`config.mk`:
```
export PLATFORM = sky130hd
export DESIGN_NAME = nibble_serial_adder_ctrl
export DESIGN_NICKNAME = d
export VERILOG_FILES = /design/src/rtl/nibble_serial_adder_ctrl.sv
export SDC_FILE = /design/constraint.sdc
export NUM_CORES = 1
export LEC_CHECK = 0
export CAP_MARGIN = 40
export CORE_ASPECT_RATIO = 0.75
export CORE_MARGIN = 10
export CORE_UTILIZATION = 53
export CTS_BUF_LIST = sky130_fd_sc_hd__clkbuf_4 sky130_fd_sc_hd__clkbuf_8
export DETAILED_ROUTE_END_ITERATION = 8
export GPL_TIMING_DRIVEN = 0
export HOLD_SLACK_MARGIN = 0.1
export MAX_ROUTING_LAYER = met4
export PLACE_DENSITY = 0.85
export SKIP_CTS_REPAIR_TIMING = 1
export SLEW_MARGIN = 20
export SYNTH_ARGS = -nofsm -noshare
export SYNTH_HDL_FRONTEND = slang
export SYNTH_SLANG_ARGS = --single-unit
```
`constraint.sdc`:
```
create_clock -name clk_i -period 4.5 [get_ports clk_i]
set_clock_uncertainty 0.15 [all_clocks]
set_input_delay 0.45 -clock clk_i [delete_from_list [all_inputs] [get_ports clk_i]]
set_output_delay 0.45 -clock clk_i [all_outputs]
set_load 0.005 [all_outputs]
```
`src/rtl/nibble_serial_adder_ctrl.sv`:
```
// Wide signed add/subtract sequenced through one external 4-bit adder slice,
// least-significant nibble first, with valid/ready handshakes on both sides.
module nibble_serial_adder_ctrl #(
   parameter int unsigned WIDTH = 16
) (
   input  logic             clk_i,
   input  logic             rst_i,
   input  logic             in_valid_i,
   output logic             in_ready_o,
   input  logic [WIDTH-1:0] a_i,
   input  logic [WIDTH-1:0] b_i,
   input  logic             sub_i,
   output logic [3:0]       slice_a_o,
   output logic [3:0]       slice_b_o,
   output logic             slice_cin_o,
   input  logic [3:0]       slice_sum_i,
   input  logic             slice_cout_i,
   output logic             out_valid_o,
   input  logic             out_ready_i,
   output logic [WIDTH-1:0] sum_o,
   output logic             cout_o,
   output logic             ovf_o,
   output logic             busy_o
);

   localparam int unsigned NIB  = WIDTH / 4;
   localparam int unsigned IdxW = $clog2(NIB);

   typedef logic [IdxW-1:0] idx_t;
   localparam idx_t IdxLast = idx_t'(NIB - 1);

   typedef enum logic [1:0] {StIdle, StRun, StDone} state_e;

   state_e                state_q, state_d;
   idx_t                  idx_q, idx_d;
   logic [NIB-1:0][3:0]   opa_q, opa_d;
   logic [NIB-1:0][3:0]   opb_q, opb_d;
   logic [NIB-1:0][3:0]   sum_q, sum_d;
   logic                  carry_q, carry_d;
   logic                  cout_q, cout_d;
   logic                  ovf_q, ovf_d;

   always_comb begin
      state_d     = state_q;
      idx_d       = idx_q;
      opa_d       = opa_q;
      opb_d       = opb_q;
      sum_d       = sum_q;
      carry_d     = carry_q;
      cout_d      = cout_q;
      ovf_d       = ovf_q;
      in_ready_o  = 1'b0;
      busy_o      = 1'b0;
      out_valid_o = 1'b0;
      slice_a_o   = 4'h0;
      slice_b_o   = 4'h0;
      slice_cin_o = 1'b0;

      unique case (state_q)
         StIdle: begin
            in_ready_o = !rst_i;
            if (in_valid_i) begin
               // Subtraction is A + ~B + 1: invert B here, inject the +1 as carry-in.
               opa_d   = a_i;
               opb_d   = sub_i ? ~b_i : b_i;
               carry_d = sub_i;
               idx_d   = '0;
               state_d = StRun;
            end
         end
         StRun: begin
            busy_o         = 1'b1;
            slice_a_o      = opa_q[idx_q];
            slice_b_o      = opb_q[idx_q];
            slice_cin_o    = carry_q;
            sum_d[idx_q]   = slice_sum_i;
            carry_d        = slice_cout_i;
            idx_d          = idx_q + idx_t'(1);
            if (idx_q == IdxLast) begin
               idx_d   = '0;
               cout_d  = slice_cout_i;
               ovf_d   = (opa_q[NIB-1][3] == opb_q[NIB-1][3]) &&
                         (slice_sum_i[3] != opa_q[NIB-1][3]);
               state_d = StDone;
            end
         end
         StDone: begin
            out_valid_o = 1'b1;
            if (out_ready_i) begin
               state_d = StIdle;
            end
         end
         default: begin
            state_d = StIdle;
         end
      endcase
   end

   always_ff @(posedge clk_i) begin
      if (rst_i) begin
         state_q <= StIdle;
         idx_q   <= '0;
         opa_q   <= '0;
         opb_q   <= '0;
         sum_q   <= '0;
         carry_q <= 1'b0;
         cout_q  <= 1'b0;
         ovf_q   <= 1'b0;
      end else begin
         state_q <= state_d;
         idx_q   <= idx_d;
         opa_q   <= opa_d;
         opb_q   <= opb_d;
         sum_q   <= sum_d;
         carry_q <= carry_d;
         cout_q  <= cout_d;
         ovf_q   <= ovf_d;
      end
   end

   assign sum_o  = sum_q;
   assign cout_o = cout_q;
   assign ovf_o  = ovf_q;

endmodule

```
Word level (Yosys, flattened, before mapping):

Index checks and enable logic that the tools add are counted.

* bitwise logic cells: 1
* reductions and logical operators: 9
* muxes and demuxes: 23
* $lt $le $gt $ge: 2
* add/subtract/negate cells: 1
* equal/unequal tests: 8

Operator list (count)
* 4-bit two-way mux: 5
* 4-bit binary-select mux with 2-bit select: 2
* 16-bit bitwise mux: 1
* 16-bit two-way mux: 1
* 16-bit NOT: 1
* 2-bit two-way mux: 5
* 4-bit demux with 2-bit select: 1
* 2-bit != test, second input constant: 3
* 2-bit one-hot mux with 3 select lines: 1
* 2-bit AND reduction: 3
* 1-bit two-way mux: 5
* 2-bit equality test, second input constant: 2
* 2-bit one-hot mux with 2 select lines: 1
* 2-bit by 3-bit < comparator with 1-bit output, second input constant: 1
* 3-bit AND reduction: 1
* 2-bit by 1-bit adder with 2-bit output, second input constant: 1
* 2-bit by 1-bit equality test with 1-bit output, second input constant: 1
* 2-bit by 1-bit >= comparator with 1-bit output, second input constant: 1
* 1-bit logical AND: 2
* 2-bit logical NOT: 1
* 1-bit one-hot mux with 2 select lines: 1
* 2-bit nonzero test: 1
* 1-bit equality test: 1
* 1-bit logical NOT: 1
* 1-bit != test: 1

* output and inout port bits: 30
* word-level logic and storage cells: 61
* input bits: 42
* register bits after elaboration: 55

Depth between registers and ports, before layout:

* depth after elaboration: 5
* gate-level depth with buffers: 6

Least setup slack after synthesis:

OpenSTA, ideal clock, no wires.

* path type: register to output
* from: reg idx_q[0]
* to: out slice_b_o[3]
* cell stages (with the launch flop): 4
* slack: 2.613 ns
* required time: 3.900 ns
* arrival time: 1.287 ns
* path through: dfxtp_1 -> buf_2 -> mux4_2 -> and2_1

* word-level cells in the longest chain between the ends: 3

Ends and longest elaborated chain
* from (decl): line 35 `idx_t idx_q, idx_d;`
* from (signal assigned): line 111 `idx_q <= idx_d;`
* 4-bit binary-select mux with 2-bit select: line 74 `slice_b_o = opb_q[idx_q];`
* 4-bit two-way mux (not written as such): line 74
* 4-bit two-way mux: line 59 `unique case (state_q)`
* to (decl): line 14 `output logic [3:0] slice_b_o,`

No other way between the ends. The select of a mux whose other input is x is not followed.

Worst setup path in the final report:

* from: reg idx_q[0]
* to: out slice_b_o[0]

Same word-level chain as after synthesis.

==> results.md <==
- Port Buf Inserts: 69
- I/O pin count: 72
- Worst min path class: flop to flop
- P_leak: 1.22 nW
- VDD IR max: 0.179 mV
- Setup_tns: 0 ns
- Maxcap violations: 0
- Max clock buf depth: 2
- Wirelength, routed: 6.47 mm
- Final period util: 63.0%
- Yosys cell types: 29
- Path depth of the worst reg2reg path: 6
- Pwr/cell area: 298 nW/um^2
- Clk sink count: 55
- Clk slew on worst S/H paths: 0.10 ns
- Synth Instances: 275
- Core footprint: 4470 sq um
- Outcome: completed
- Total grt overflow: 0
- GRT Total Usage: 17.0%
- Largest area contributor in the netlist: dfxtp_1
- Post-Route Utilization: 74.1%
- # DRC: 0
- Largest net degree at the start of global routing: 17
- Die Width: 98.7 um
- Syn Nets: 321
- Worst setup EP type: primary output
- Routability cong.: 0.812
- CTS buffer count: 5
- Area added between synthesis and finish: 34.6%
- Relative slew slack: 63.1%
- Synth Register Bits: 55
- CTS tree: done
- Global-route wire length before repair: 10.7 mm
- Via density: 5.27
- DP HPWL: 5.04 mm
- Synth top area cells: dfxtp_1, mux4_2, nand2_1
- Post-synthesis sequential area ratio: 44.8%
- Vias in the first global route: 2164
- Hold depth: 2
- F_max: 353 MHz
- EDFF count, synth: 0
- Initial core utilization: 55.1%
- Number of routed nets with antenna violations: 0
- Mapped Area: 2460 sq um
- Minimum clock period: 2.84 ns
- Drt first pass iters: 4
- Fin. max-slew vios: 0
- Mapped Avg Cell Area: 8.94 sq um
- Number of antenna violations at the first check in global routing: 0
- Nature of the critical path startpoint: flop
- Worst skew pair latency: 0.31 ns
- H-tree depth: 2
- Clock Tree Root: clkbuf_8
- Fin nets: 397
- WL per Instance: 15.8 um
- Vias: 2155
- Layout cell share with drive strength beyond 1: 9.09%
- Critical path data required time: 3.90 ns
- Largest driver fanout on the critical path: 10
- Final-report setup violation count: 0
- Async set-reset flop share out of synthesis: 0%
- Crit Path Category: flop to primary output
- Ys flop type: dfxtp_1
- Row count: 21
- Diode count: 0
- Final hold viol count: 0
- Synthesis Warnings: 0
- Slew at the pin closest to its max-slew limit: 0.554 ns
- RSZ-0062 raised after global routing: no
- Share of the synthesized area in the top cell type: 44.8%
- DIE AREA: 7790 sq um
- DIE HEIGHT: 79 um
- Critical path arrival: 2.24 ns
- DR iter-0 viols: 117
[worst paths after layout]
path / from / endpoint / slack, ns
max: idx_q[0]$_SDFFE_PP0P_ / slice_b_o[0] / 1.66
min: sum_o[8]$_SDFFE_PP0P_ / sum_o[8]$_SDFFE_PP0P_ / 0.31
max reg2reg: idx_q[0]$_SDFFE_PP0P_ / sum_o[11]$_SDFFE_PP0P_ / 2.59
min reg2reg: sum_o[8]$_SDFFE_PP0P_ / sum_o[8]$_SDFFE_PP0P_ / 0.31
[sequential cells by signal, summed over array words and instances, names as in the netlist]
| register | flops |
|---|---|
| cout_o | 1 |
| opa_q | 16 |
| sum_o | 16 |
| opb_q | 16 |
| state_q | 2 |
| idx_q | 2 |
| carry_q | 1 |
| ovf_o | 1 |
[metrics by stage]
step / worst slack, ns / power [mW] / std cells / hold WS [ns] / area [sq um]
4_1_cts: 1.66 / 0.989 / 409 / 0.309 / 3310
2_1_floorplan: 2.61 / 0.641 / 275 / 0.283 / 2460
6_report: 1.66 / 0.985 / 409 / 0.308 / 3310
5_1_grt: 1.53 / 1.03 / 409 / 0.336 / 3310
3_3_place_gp: 2.00 / 0.718 / 401 / 0.292 / 3220
3_5_place_dp: 1.99 / 0.725 / 401 / 0.297 / 3220
[logic make-up after synthesis]
logic type	synth area share, %
AO/OA/AOI/OAI	13.2
XOR/XNOR	5.70
adder cells (fa/ha/maj)	2.03
buffers and inverters	5.39
flip-flops	44.8
multiplexers	8.95
AND/OR/NAND/NOR	20.0
[layer usage]
| metal | global-route usage [%] | vias up | wire, um |
|---|---|---|---|
| met4 | 4.86 | 0 | 101 |
| met2 | 27.4 | 57 | 3110 |
| met3 | 5.02 | 14 | 395 |
| li1 | - | 1085 | - |
| met5 | - | - | 0 |
| met1 | 20.2 | 999 | 2870 |
[layout make-up]
type | instances | area, sq um
multi-input cells | 194 | 1230
fillers | 356 | 1160
flip-flops and latches | 55 | 1100
repair buffers | 69 | 691
plain buffers | 22 | 118
clock buffers | 6 | 76.3
well taps | 57 | 71.3
inverters | 4 | 15.0
clock inverters | 2 | 12.5
[where the power goes]
part,leakage [nW],internal [mW],switching (mW),total (mW)
clock network,0.0446,0.115,0.157,0.272
logic,0.723,0.0988,0.0846,0.183
registers,0.451,0.514,0.0152,0.530
total,1.22,0.729,0.257,0.985
[cells in the mapped netlist (2+ instances only)]
| master | instances |
|---|---|
| a211oi_1 | 16 |
| nor3_1 | 3 |
| buf_6 | 2 |
| buf_4 | 2 |
| mux4_2 | 8 |
| a21oi_1 | 34 |
| buf_2 | 10 |
| dfxtp_1 | 55 |
| nand2_1 | 46 |
| nand3_1 | 14 |
| and2_1 | 8 |
| buf_1 | 2 |
| clkbuf_1 | 6 |
| ha_1 | 4 |
| nand2b_1 | 2 |
| nand3b_1 | 4 |
| nor2_1 | 26 |
| xnor2_1 | 16 |
| inv_1 | 4 |
| mux2i_1 | 4 |
[critical path, cell delays in order (launching register included)]
cell             delay [ns]
dfxtp_1                0.43
buf_2                  0.32
mux4_2                 0.53
and2_1                 0.18
clkdlybuf4s50_1        0.45
[layout by cell type, fill, tap and decap left out, drive strengths merged]
cell type,instances
clkinvlp,1
mux4,8
nor2b,1
nor2,26
dfxtp,55
o21bai,1
nand2b,2
mux2i,4
o221a,1
a22oi,1
nand3,14
xnor2,16
o21a,1
a211oi,16
clkinv,1
nor3,3
clkbuf,12
nand3b,4
inv,4
buf,16
clkdlybuf4s50,69
ha,4
or3b,1
a21oi,34
and3b,1
and2,8
nand2,46
nor3b,2
(Power assumes the default switching activity.)
